File: config.mk
export PLATFORM = sky130hd
export DESIGN_NAME = reg_window_ctrl
export DESIGN_NICKNAME = d
export VERILOG_FILES = /design/src/rtl/reg_window_ctrl_pkg.sv /design/src/rtl/reg_window_ctrl_xfer.sv /design/src/rtl/reg_window_ctrl.sv
export SDC_FILE = /design/constraint.sdc
export NUM_CORES = 1
export LEC_CHECK = 0
export ABC_AREA = 1
export CAP_MARGIN = 20
export CORE_MARGIN = 2
export CORE_UTILIZATION = 38
export CTS_CLUSTER_SIZE = 12
export DETAILED_ROUTE_END_ITERATION = 12
export GPL_ROUTABILITY_DRIVEN = 0
export PLACE_DENSITY = 0.74
export SYNTH_ARGS = -nofsm -noshare
export SYNTH_HDL_FRONTEND = slang
export SYNTH_HIERARCHICAL = 1
export SYNTH_SLANG_ARGS = --single-unit
File: constraint.sdc
create_clock -name clock -period 1.8 [get_ports clock]
set_input_delay 0.36 -clock clock [delete_from_list [all_inputs] [get_ports clock]]
set_output_delay 0.36 -clock clock [all_outputs]
set_load 0.03 [all_outputs]
File: src/rtl/reg_window_ctrl_pkg.sv
// reg_window_pkg: shared state type, window limits and mod-32 window index arithmetic
package reg_window_pkg;
  localparam int IDX_W = 5;
  localparam int MAX_RES = (32 - 8) / 4 + 1;
  typedef enum logic [1:0] {IDLE, SPILL, FILL, FINISH} win_state_t;
  function automatic logic [IDX_W-1:0] win_add(input logic [IDX_W-1:0] a, input logic [IDX_W-1:0] b);
    return a + b;
  endfunction
  function automatic logic [IDX_W-1:0] win_sub(input logic [IDX_W-1:0] a, input logic [IDX_W-1:0] b);
    return a - b;
  endfunction
endpackage

File: src/rtl/reg_window_ctrl_xfer.sv
// window_xfer: four-beat req/ack sequencer shared by spill and fill
module window_xfer (
  input  logic        clock,
  input  logic        reset,
  input  logic        start,
  input  logic        wr_rf,
  input  logic        mem_ack,
  input  logic [15:0] mem_rdata,
  output logic        mem_req,
  output logic [1:0]  beat,
  output logic        last,
  output logic        rf_we,
  output logic [15:0] rf_wdata
);
  logic fire;
  assign fire = mem_req && mem_ack;
  assign last = fire && beat == 2'd3;
  assign rf_we = wr_rf && fire;
  assign rf_wdata = rf_we ? mem_rdata : '0;
  // hold mem_req from start until the fourth accepted beat; a beat advances on each accepted ack
  always_ff @(posedge clock)
    if (reset) begin
      mem_req <= 1'b0;
      beat <= '0;
    end else begin
      mem_req <= start || (mem_req && !last);
      beat <= start ? 2'd0 : beat + 2'(fire);
    end
endmodule

File: src/rtl/reg_window_ctrl.sv
// reg_window_ctrl: register-window call/return sequencer with spill/fill; WINCTRL_STATS_EN adds spill_cnt/fill_cnt
module reg_window_ctrl
  import reg_window_pkg::*;
#(
  parameter int          NUM_PHYS   = 32,
  parameter int          WIN_SIZE   = 8,
  parameter int          WIN_STEP   = 4,
  parameter int          DEPTH_W    = 8,
  parameter logic [15:0] STACK_BASE = 16'hF000
) (
  input  logic             clock,
  input  logic             reset,
  input  logic             call_req,
  input  logic             ret_req,
  output logic             busy,
  output logic             done,
  output logic             err,
  output logic [IDX_W-1:0] cwb,
  output logic [IDX_W-1:0] rf_sel,
  input  logic [15:0]      rf_rdata,
  output logic [15:0]      rf_wdata,
  output logic             rf_we,
  output logic             mem_req,
  output logic             mem_we,
  output logic [15:0]      mem_addr,
  output logic [15:0]      mem_wdata,
  input  logic [15:0]      mem_rdata,
`ifdef WINCTRL_STATS_EN
  output logic [15:0]      spill_cnt,
  output logic [15:0]      fill_cnt,
`endif
  input  logic             mem_ack
);
  localparam int MAX_R = (NUM_PHYS - WIN_SIZE) / WIN_STEP + 1;
  localparam logic [IDX_W-1:0] STEP = IDX_W'(WIN_STEP);
  win_state_t state;
  logic fill_dir, idle, go_spill, go_fill, last;
  logic [2:0] res;
  logic [DEPTH_W-1:0] depth;
  logic [1:0] beat;
  logic [IDX_W-1:0] ob;
  assign idle = state == IDLE;
  assign go_spill = idle && call_req && !ret_req && res == 3'(MAX_R) && depth != '1;
  assign go_fill = idle && ret_req && !call_req && res == 3'd1 && depth != '0;
  assign ob = win_sub(cwb, IDX_W'(int'(res - 3'd1) * WIN_STEP));
  assign rf_sel = state == SPILL ? win_add(ob, IDX_W'(beat)) :
                  state == FILL ? win_sub(win_sub(cwb, IDX_W'(1)), IDX_W'(beat)) : '0;
  assign mem_we = state == SPILL;
  assign mem_addr = state == SPILL ? STACK_BASE + 16'({depth, beat}) :
                    state == FILL ? STACK_BASE + 16'({depth - DEPTH_W'(1), ~beat}) : '0;
  assign mem_wdata = state == SPILL ? rf_rdata : '0;
  window_xfer u_xfer (
    .clock    (clock),
    .reset    (reset),
    .start    (go_spill || go_fill),
    .wr_rf    (state == FILL),
    .mem_ack  (mem_ack),
    .mem_rdata(mem_rdata),
    .mem_req  (mem_req),
    .beat     (beat),
    .last     (last),
    .rf_we    (rf_we),
    .rf_wdata (rf_wdata)
  );
  // window sequencing: fast shifts in IDLE, spill/fill via the transfer engine, commit in FINISH
  always_ff @(posedge clock)
    if (reset) begin
      state <= IDLE;
      fill_dir <= 1'b0;
      cwb <= '0;
      res <= 3'd1;
      depth <= '0;
      busy <= 1'b0;
      done <= 1'b0;
      err <= 1'b0;
    end else begin
      done <= 1'b0;
      err <= 1'b0;
      case (state)
        IDLE:
          if (go_spill || go_fill) begin
            state <= go_spill ? SPILL : FILL;
            fill_dir <= go_fill;
            busy <= 1'b1;
          end else if (call_req && !ret_req && res != 3'(MAX_R)) begin
            cwb <= win_add(cwb, STEP);
            res <= res + 3'd1;
            done <= 1'b1;
          end else if (ret_req && !call_req && res != 3'd1) begin
            cwb <= win_sub(cwb, STEP);
            res <= res - 3'd1;
            done <= 1'b1;
          end else
            err <= call_req || ret_req;
        SPILL, FILL:
          if (last) state <= FINISH;
        FINISH: begin
          state <= IDLE;
          busy <= 1'b0;
          done <= 1'b1;
          cwb <= fill_dir ? win_sub(cwb, STEP) : win_add(cwb, STEP);
          depth <= fill_dir ? depth - DEPTH_W'(1) : depth + DEPTH_W'(1);
        end
      endcase
    end
`ifdef WINCTRL_STATS_EN
  // saturating counts of completed spills and fills
  always_ff @(posedge clock)
    if (reset) begin
      spill_cnt <= '0;
      fill_cnt <= '0;
    end else if (state == FINISH) begin
      spill_cnt <= spill_cnt + 16'(!fill_dir && spill_cnt != '1);
      fill_cnt <= fill_cnt + 16'(fill_dir && fill_cnt != '1);
    end
`endif
endmodule

# Word-level counts from Yosys, hierarchy flattened
# Index checks and enable logic that the tools add are counted.
op_classes:
  add_sub_neg: 14
  n_eq_ne: 13
  n_mux: 24
  n_bitwise: 3
  reduce_logical: 34
ops:
  columns: ["cell", "count"]
  rows:
  - ["two-way mux 16 bit", 4]
  - ["two-way mux 5 bit", 6]
  - ["adder 13 x 11 -> 14 bit, first input constant", 2]
  - ["logical AND 1 bit", 16]
  - ["one-hot mux 5 bit (2 select lines)", 1]
  - ["adder 8 x 1 -> 8 bit, second input constant", 1]
  - ["two-way mux 8 bit", 1]
  - ["inequality test 8 bit, second input constant", 1]
  - ["nonzero test 8 bit", 1]
  - ["subtractor 8 x 1 -> 8 bit, second input constant", 1]
  - ["equality test 2 bit, second input constant", 3]
  - ["two-way mux 2 bit", 3]
  - ["two-way mux 3 bit", 2]
  - ["inequality test 3 x 1 -> 1 bit, second input constant", 2]
  - ["one-hot mux 2 bit (3 select lines)", 1]
  - ["AND reduction 2 bit", 3]
  - ["AND reduction 3 bit", 2]
  - ["subtractor 3 x 1 -> 3 bit, second input constant", 2]
  - ["adder 5 x 2 -> 5 bit", 1]
  - ["adder 5 x 3 -> 5 bit, second input constant", 1]
  - ["OR reduction 5 bit", 1]
  - ["subtractor 5 x 1 -> 5 bit, second input constant", 1]
  - ["subtractor 5 x 2 -> 5 bit", 1]
  - ["subtractor 5 x 3 -> 5 bit, second input constant", 1]
  - ["other kinds (18)", 30]
totals:
  regBits: 25
  input_bits: 37
  output_inout_bits: 64
  word_cells: 98

# Depth between registers and ports, before layout
# Gate-level depths: netlist of run 1.
logic_depth:
  word_depth: 8
  mapped_depth: 10
  ltp_nobuf: 10

# Modules after synthesis
# Netlist of run 1, hierarchy kept.
modules_own_cells:
  columns: ["module", "n_inst", "cells_per_inst", "area_per_inst_um2"]
  rows:
  - ["reg_window_ctrl", 1, 299, 1863.0]
  - ["window_xfer", 1, 51, 306.5]

# Least setup slack after synthesis of run 1
# OpenSTA, ideal clock, no wires.
synth_timing:
  path_kind: "register to output"
  from: "register state[1]"
  to: "output port rf_sel[0]"
  arrival_ns: 2.141
  required_ns: 1.440
  setup_slack_ns: -0.701
  stages_incl_launch_ff: 7
  n_path_buf: 1
  path_cell_list: "dfxtp_1 inv_1 ha_1 clkinv_1 nand2_1 o21ai_0 buf_4"
synth_lines:
  columns: ["element", "line", "rtl"]
  rows:
  - ["from (decl)", "reg_window_ctrl.sv:36", "win_state_t state;"]
  - ["from (signal assigned)", "reg_window_ctrl.sv:82", "state <= go_spill ? SPILL : FILL;"]
  - ["equality test 2 x 1 -> 1 bit", null, null]
  - ["net mem_we", "reg_window_ctrl.sv:24", "output logic mem_we,"]
  - ["two-way mux 5 bit", "reg_window_ctrl.sv:46", "assign rf_sel = state == SPILL ? win_add(ob, IDX_W'(beat)) :"]
  - ["to (decl)", "reg_window_ctrl.sv:19", "output logic [IDX_W-1:0] rf_sel,"]
# The timed path passes the listed nets, and every way through them passes these cells.

# Worst setup path in the final report of run 1
layout_timing:
  from: "register res[0]"
  to: "output port rf_sel[3]"
layout_between:
  elab_chain_len: 4
layout_rtl:
  columns: ["element", "line", "rtl"]
  rows:
  - ["from (decl)", "reg_window_ctrl.sv:38", "logic [2:0] res;"]
  - ["from (signal assigned)", "reg_window_ctrl.sv:87", "res <= res + 3'd1;"]
  - ["from (signal assigned)", "reg_window_ctrl.sv:91", "res <= res - 3'd1;"]
  - ["subtractor 3 x 1 -> 3 bit", "reg_window_ctrl.sv:45", "assign ob = win_sub(cwb, IDX_W'(int'(res - 3'd1) * WIN_STEP));"]
  - ["subtractor 5 bit", "reg_window_ctrl_pkg.sv:10", "return a - b;"]
  - ["adder 5 x 2 -> 5 bit", "reg_window_ctrl_pkg.sv:7", "return a + b;"]
  - ["two-way mux 5 bit", "reg_window_ctrl.sv:46", null]
# Every way passes these cells.

==> metrics.txt, run 1 <==
Hold Violations, Final 0; TritonCTS Buffers 3; met1 usage around 25%; DP Worst Slack -0.0925 ns; Final HPWL DP 4830 um; share of cells above drive strength 1 38.9%; Hold Path Class flop to flop; grt total ovfl 0; outcome finished with violations; CP bufs+invs 3; Startpoint Class flop; RSZ-0062 raised after global routing yes; root buf cell clkbuf_8; most common cell after layout, fill and taps aside buf_4; critical path launch point res[0]; Initial Utilization 39.4%; clock buffer depth 2; Synth warnings 6; P&R area growth vs syn 76.8%; initial antenna violation count 0; failing checks setup timing; TritonRoute pass-1 iters 4; CP delay by family, top adder cells; Final ANT Viol Nets 0; DR iter-0 viols 150; final setup fails 7; WP depth 8; Max Fclk approximately 480 MHz; clk_lat worst skew 0.26 ns; Core Util, Final 69.7%; post-route cell area 0.00384 mm^2; P_leak between 1.5 and 2 nW; crit path to rf_sel[3]; kind of critical path flop to output pin; Critical Path Max Stage Delay 0.35 ns; row cnt 27; # DRC 0; R2R Path Start res[0]; Vias/cell between 4 and 5; area of placed instances 0.00318 mm^2; Worst setup EP type output pin; most frequent cells in the layout buf_4, nand2_1, inv_1; crit path cell chain inv_2 -> ha_4 -> ha_4 -> inv_2 -> a21oi_1 -> o21ai_0 -> o21ai_2 -> buf_6; sequential element share of the synthesized area 21.2%; first-pass GRT wire length 10400 um; wire length per cell 12.9 um; # nets final 537; largest net degree at the start of global routing 22; ranking of synthesized cells by area dfxtp_1, nand2_1, inv_1, ha_1, o21ai_0; core area 0.00551 mm^2; GR peak layer met2; Final Critical Period between 2 and 2.5 ns; MaxCap Viol Count 0; final wirelength ~7100 um; grt met3 use around 3.6%; Die W 79.6 um; die area 0.00633 mm^2; Inserted Diodes 0; Mapped Area 0.00217 mm^2; RR Endpoint cwb[3]; area leader, netlist dfxtp_1; Worst EP arrival between 1.5 and 2 ns; Worst path slowest cell dfxtp_2; Worst R2R Setup Slack 0.04 ns; DIE HEIGHT 79.6 um; vias in the first global route about 2200; CTS tree yes; CP max FO 3; via count around 2600; I/O Pins 101; met2 Usage GRT 38.4%; top cell type's share of synthesized area 21.2%; H-Tree Depth 1; power density cells between 1000 and 1500 mW/mm^2; Max Slew Vio Count 0; Final WS setup -0.278 ns; Critical Path RT between 1 and 1.5 ns; Avg Inst Size Synth roughly 6.2 um^2; Synth Instances between 300 and 400; post-synth cell types 33; Reg2Reg Depth 10; I/O Buffers 96; Synth Register Bits 23; crit share post-route 115%; Max VDD drop 0.979 mV; clk sinks 23; CTS hold repair buffers 0; GRT Total Usage between 20% and 30%; clock-pin slew on the worst setup and hold paths roughly 0.08 ns; Clock Skew 0.00528 ns
synth_stat cells (all sizes together):
library cell and count:
clkinv 1, nand3 17, nand2 78, o21ai 28, inv 73, nor2 44
o22ai 3, a31oi 1, o221ai 1, a21oi 22, o21bai 4, nand3b 1
a211oi 1, nor3 2, ha 18, buf 15, clkbuf 4, nor3b 1
or2 1, xor2 7, xnor2 4, conb 1, dfxtp 23
metal layers:
metal	part of all wire, %	up-vias
li1	-	1330
met5	0	-
met4	1.2	0
met1	41	1159
met2	53	73
met3	4.7	10
kinds of logic after synthesis:
logic type | synth area share [%]
flip-flops | 21.2
adder cells (fa/ha/maj) | 10.4
other | 0.173
buffers and inverters | 18.9
XOR/XNOR | 4.44
AO/OA/AOI/OAI | 15.3
AND/OR/NAND/NOR | 29.6
worst min-delay path, stage by stage (launching register included):
cell and delay [ns]:
dfxtp_1 0.34, inv_1 0.08, a21oi_1 0.06
how the worst min path moves through the flow:
stage                     cells after the start  slack (ns)   start        endpoint
after global routing                          2        0.55  res[2]          res[2]
after detailed placement                      2        0.50  res[2]          res[2]
after CTS                                     2        0.52  res[2]          res[2]
final                                         2        0.53  res[2]          res[2]
after global placement                        2        0.50  res[2]          res[2]
after floorplan                               1        0.43   reset  u_xfer/mem_req
what timing repair did:
item                                    in CTS  in global routing
setup buffers                               16                 10
pin swaps                                   13                 22
gates cloned                                 0                  1
endpoints found under the setup margin      51                 49
resized for setup                           49                 57
per-stage QoR:
stage                     power, W  std cells  TNS, ns  hold slack (ns)
after global routing       0.00505        553    -1.58            0.553
final                      0.00474        553   -0.608            0.525
after global placement     0.00356        522  -0.0665            0.496
after CTS                  0.00434        542   -0.541            0.519
after detailed placement   0.00358        522   -0.339            0.503
after floorplan            0.00270        353        0            0.429
cell type report:
| cell class | count | area [um^2] |
|---|---|---|
| clock inverters | 1 | 5.00 |
| fillers | 447 | 1670 |
| repair buffers | 142 | 1270 |
| clock buffers | 3 | 41.3 |
| flip-flops and latches | 23 | 483 |
| inverters | 74 | 305 |
| well taps | 72 | 90.1 |
| multi-input cells | 238 | 1640 |
power by group:
part	total (W)	leakage [nW]	internal, W	switching (W)
clock	0.000327	0.0255	0.000155	0.000172
sequential	0.000734	0.192	0.000623	0.000111
combinational	0.00368	1.73	0.00162	0.00206
state kept, by name (all words and copies together), names as in the netlist:
name and cells:
fill_dir 1, busy 1, done 1, u_xfer/beat 2, err 1, depth 8
cwb 3, state 2, res 3, u_xfer/mem_req 1
Power figures use the tool's default switching activity.
==> run 2: changes to the inputs <==
- CORE_MARGIN: 2 -> 4
==> run 2 against run 1 <==
The flow still finishes with violations (setup timing). Core utilization increased by 1.1 points. First-iteration DRC count down 32%. Clock power increased by 4%. Die area up 10%. Register-to-register slack improved by 0.04 ns. Wire length is 8.9% higher. Design area increased by 1.6%. Critical path type unchanged. Largest cell class unchanged.
==> metrics.txt, run 2 (synthesis results as in run 1) <==
I/O Buffers 96 (unchanged); wire length per cell 14.0 um (was 12.9 um); TritonCTS Buffers 3 (unchanged); failing checks setup timing (unchanged); clk sinks 23 (unchanged); Core Util, Final 70.8% (was 69.7%); die area 0.00698 mm^2 (was 0.00633 mm^2); TritonRoute pass-1 iters 4 (unchanged); core area 0.00551 mm^2 (unchanged); Worst EP arrival 1.67 ns (was 1.72 ns); Reg2Reg Depth 9 (was 10); via count 2647 (was 2572); Max Slew Vio Count 0 (unchanged); H-Tree Depth 1 (unchanged); Worst Hold Launch cwb[2] (was res[2]); Final WS setup -0.235 ns (was -0.278 ns); Final Critical Period 2.03 ns (was 2.08 ns); most frequent cells in the layout buf_4, nand2_1, inv_1 (unchanged); critical path launch point res[0] (unchanged); Worst R2R Setup Slack 0.08 ns (was 0.04 ns); DR iter-0 viols 102 (was 150); power density cells 1240 mW/mm^2 (was 1230 mW/mm^2); Worst setup EP type output pin (unchanged); vias in the first global route 2484 (was 2247); Fillers 435 (was 447); initial antenna violation count 0 (unchanged); worst hold path depth 1 (was 2); # nets final 537 (unchanged); clock buffer depth 2 (unchanged); final wirelength 7740 um (was 7110 um); most common cell after layout, fill and taps aside buf_4 (unchanged); Initial Utilization 39.4% (unchanged); Hold Path Class flop to flop (unchanged); P&R area growth vs syn 79.6% (was 76.8%); outcome finished with violations (unchanged); total power 0.00484 W (was 0.00474 W); MaxCap Viol Count 0 (unchanged); Hold Violations, Final 0 (unchanged); R2R Path Start res[0] (unchanged); row cnt 27 (unchanged); Vias/cell 4.79 (was 4.65); root buf cell clkbuf_8 (unchanged); crit share post-route 113% (was 115%); max FFs per register 8 (unchanged); Worst Hold End cwb[2] (was res[2]); clock-pin slew on the worst setup and hold paths 0.08 ns (about the same); Max VDD drop 1.29 mV (was 0.979 mV); Inserted Diodes 0 (unchanged); Critical Path RT 1.44 ns (about the same); final setup fails 10 (was 7); # DRC 0 (unchanged); first-pass GRT wire length 11500 um (was 10400 um); I/O Pins 101 (unchanged); RR Endpoint res[1] (was cwb[3]); P_leak 1.94 nW (was 1.95 nW); share of cells above drive strength 1 39.7% (was 38.9%); Final ANT Viol Nets 0 (unchanged); RSZ-0062 raised after global routing yes (unchanged); CP max FO 3 (unchanged); Clock Skew 0.00930 ns (was 0.00528 ns); CTS tree yes (unchanged); kind of critical path flop to output pin (unchanged); Top reg by flops depth (unchanged); DIE HEIGHT 83.6 um (was 79.6 um); Startpoint Class flop (unchanged); top flop regs depth x8, cwb x3, res x3 (unchanged); Max Fclk 491 MHz (was 481 MHz); largest net degree at the start of global routing 22 (unchanged); GRT Total Usage 19.2% (was 20.4%); grt total ovfl 0 (unchanged); clk_lat worst skew 0.28 ns (was 0.26 ns); Die W 83.6 um (was 79.6 um); Final HPWL DP 5020 um (was 4830 um)
-- run 2: report_power, final --
part           total [W]  internal, W  switching, W
Clock           0.000339     0.000155      0.000184
Sequential      0.000753     0.000623      0.000130
Combinational    0.00375      0.00164       0.00210
Total            0.00484      0.00242       0.00242
-- run 2: worst max-delay path by stage --
stage	end	slack, ns
floorplan	rf_sel[4]	0.003
global placement	rf_sel[4]	-0.08
global route	rf_sel[4]	-0.28
finish	rf_sel[4]	-0.23
CTS	rf_sel[4]	-0.24
detailed placement	rf_sel[4]	-0.11
-- run 2: per-layer routing --
layer | share of wire [%] | global-route usage, % | wire length, um | vias up
met2 | 53 | 35.0 | 4130 | 89
met5 | 0 | 0 | 0 | -
met4 | 2.5 | 5.12 | 191 | 0
li1 | - | - | - | 1328
met3 | 5.3 | 3.16 | 408 | 24
met1 | 39 | 23.0 | 3010 | 1206
-- run 2: stage by stage --
stage | cell area, um^2 | setup TNS, ns | cells | hold WS (ns) | setup WS, ns
after global placement | 3170 | -0.0803 | 521 | 0.489 | -0.0803
after floorplan | 2250 | 0 | 353 | 0.429 | 0.00289
after detailed placement | 3170 | -0.312 | 521 | 0.496 | -0.111
after global routing | 3900 | -1.63 | 553 | 0.535 | -0.283
final | 3900 | -0.772 | 553 | 0.506 | -0.235
after CTS | 3550 | -1.03 | 537 | 0.510 | -0.235
-- run 2: what timing repair did --
item	in CTS	in global routing
setup endpoints to repair	52	50
resized for setup	57	63
pin swaps	13	16
gates cloned	1	0
hold buffers	0	0
buffers inserted	11	16
-- run 2: layout make-up --
type / count / area, um^2 / area share [%]
repair buffers: 142 / 1270 / 32.6
inverters: 74 / 308 / 7.90
clock inverters: 1 / 5.00 / 0.128
multi-input cells: 238 / 1700 / 43.6
clock buffers: 3 / 41.3 / 1.06
flip-flops and latches: 23 / 484 / 12.4
well taps: 72 / 90.1 / 2.31
-- run 2: critical path, cell delays in order (launching register included) --
cell and delay (ns):
dfxtp_2 0.34, inv_2 0.05, ha_4 0.24, ha_4 0.25
inv_2 0.05, o21bai_4 0.13, nor2_2 0.07, o21bai_4 0.14
buf_6 0.14
==> run 3: changes to the inputs <==
- RECOVER_POWER: default -> 100
==> run 3 against run 2 <==
The flow still finishes with violations (setup timing). Power barely moved. Cell count did not move. Flip-flop and latch count did not move. Design area barely moved. Critical path type unchanged. Largest cell class unchanged.
==> metrics.txt, run 3 (synthesis results as in run 1) <==
outcome finished with violations (unchanged); failing checks setup timing (unchanged); Max Fclk 491 MHz (about the same); CP bufs+invs 3 (unchanged); grt total ovfl 0 (unchanged); Hold Violations, Final 0 (unchanged); row cnt 27 (unchanged); Final WS setup -0.235 ns (about the same); die area 0.00698 mm^2 (unchanged); Clock Skew 0.00898 ns (was 0.00930 ns); first-pass GRT wire length 11500 um (unchanged); GRT Total Usage 19.2% (unchanged); area of placed instances 0.00317 mm^2 (unchanged); TritonRoute pass-1 iters 4 (unchanged); P&R area growth vs syn 79.5% (was 79.6%); Fin Hold WS 0.506 ns (about the same); placed insts 521 (unchanged); CTS hold repair buffers 0 (unchanged); largest net degree at the start of global routing 22 (unchanged); I/O Buffers 96 (unchanged); DR iter-0 viols 98 (was 102); Core Util, Final 70.7% (was 70.8%); RR Endpoint res[1] (unchanged); # nets final 537 (unchanged); Inserted Diodes 0 (unchanged); CP delay by family, top adder cells (unchanged); post-route cell area 0.00389 mm^2 (was 0.00390 mm^2); clk sinks 23 (unchanged); CP max FO 3 (unchanged); max FFs per register 8 (unchanged); P_leak 1.94 nW (about the same); # DRC 0 (unchanged); crit path cell chain inv_2 -> ha_4 -> ha_4 -> inv_2 -> o21bai_4 -> nor2_2 -> o21bai_4 -> buf_6 (unchanged); Reg2Reg Depth 9 (unchanged); most common cell after layout, fill and taps aside buf_4 (unchanged); Slew HR 65.4%; most frequent cells in the layout buf_4, nand2_1, inv_1 (unchanged); Hold Path Class flop to flop (unchanged); clock-pin slew on the worst setup and hold paths 0.08 ns (about the same); crit path to rf_sel[4] (unchanged); Layout Cells excl Fill 553 (unchanged); Critical Path RT 1.44 ns (about the same); vias in the first global route 2484 (unchanged); Worst EP arrival 1.68 ns (was 1.67 ns); Final ANT Viol Nets 0 (unchanged); Worst R2R Setup Slack 0.07 ns (was 0.08 ns); clock buffer depth 2 (unchanged); Final Critical Period 2.04 ns (was 2.03 ns); Max VDD drop 1.29 mV (about the same); clk_lat worst skew 0.28 ns (about the same); root buf cell clkbuf_8 (unchanged); Max Slew Vio Count 0 (unchanged); Die W 83.6 um (unchanged); RSZ-0062 raised after global routing yes (unchanged); kind of critical path flop to output pin (unchanged); Final HPWL DP 5020 um (unchanged); I/O Pins 101 (unchanged); DIE HEIGHT 83.6 um (unchanged); via count 2649 (was 2647); WP depth 8 (unchanged); final setup fails 10 (unchanged); Worst setup EP type output pin (unchanged); R2R Path Start res[0] (unchanged); power density cells 1240 mW/mm^2 (about the same); Fillers 437 (was 435); CTS tree yes (unchanged); final wirelength 7730 um (was 7740 um); wire length per cell 14.0 um (about the same); TritonCTS Buffers 3 (unchanged); initial antenna violation count 0 (unchanged); MaxCap Viol Count 0 (unchanged); Initial Utilization 39.4% (unchanged); share of cells above drive strength 1 39.5% (was 39.7%); crit share post-route 113% (about the same); Worst path slowest cell dfxtp_2 (unchanged); Top reg by flops depth (unchanged); H-Tree Depth 1 (unchanged); Vias/cell 4.79 (about the same); Critical Path Max Stage Delay 0.34 ns (about the same); Least-Margin Pin Slew 0.519 ns; Startpoint Class flop (unchanged); core area 0.00551 mm^2 (unchanged); top flop regs depth x8, cwb x3, res x3 (unchanged); critical path launch point res[0] (unchanged)
==> run 3: repair_timing <==
item | in CTS | in global routing
pin swaps | 13 | 16
endpoints found under the hold margin | 0 | 0
gates resized for setup | 57 | 63
endpoints found under the setup margin | 52 | 50
buffers inserted | 11 | 16
gates cloned | 1 | 0
==> run 3: routing by layer <==
metal  part of all wire (%)  vias to the layer above  global-route usage, %
li1                       -                     1325                      -
met4                    2.4                        0                   5.12
met1                     39                     1209                   23.0
met3                    5.5                       23                   3.16
met5                      0                        -                      0
met2                     53                       92                   35.0
==> run 3: cell type report <==
class	count	area (um^2)	share of cell area [%]
clock buffers	3	41.3	1.06
clock inverters	1	5.00	0.129
inverters	74	308	7.90
multi-input cells	238	1700	43.6
flip-flops and latches	23	484	12.4
well taps	72	90.1	2.31
repair buffers	142	1270	32.5
==> run 3: power breakdown <==
group          switching [W]  internal (W)
clock network       0.000184      0.000155
logic                0.00210       0.00164
registers           0.000130      0.000623
total                0.00241       0.00242
==> run 3: worst reg2reg max path: stages (launching register included) <==
cell      delay, ns
dfxtp_2        0.33
buf_4          0.15
ha_4           0.16
ha_4           0.15
nand3b_1       0.19
buf_4          0.18
buf_4          0.14
xor2_2         0.14
o21ai_1        0.12
a21oi_1        0.05
==> run 3: stage by stage <==
stage          TNS, ns  setup WS (ns)  total power, W
3_5_place_dp    -0.312         -0.111         0.00359
6_report        -0.776         -0.235         0.00484
5_1_grt          -1.63         -0.283         0.00516
2_1_floorplan        0        0.00289         0.00270
4_1_cts          -1.03         -0.235         0.00447
3_3_place_gp   -0.0803        -0.0803         0.00356
==> run 3: worst min-delay path by stage <==
| stage | startpoint | end | cells after the start |
|---|---|---|---|
| after global placement | cwb[2] | cwb[2] | 1 |
| after global routing | cwb[2] | cwb[2] | 1 |
| after floorplan | reset | u_xfer/mem_req | 1 |
| after CTS | cwb[2] | cwb[2] | 1 |
| after detailed placement | cwb[2] | cwb[2] | 1 |
| final | cwb[2] | cwb[2] | 1 |
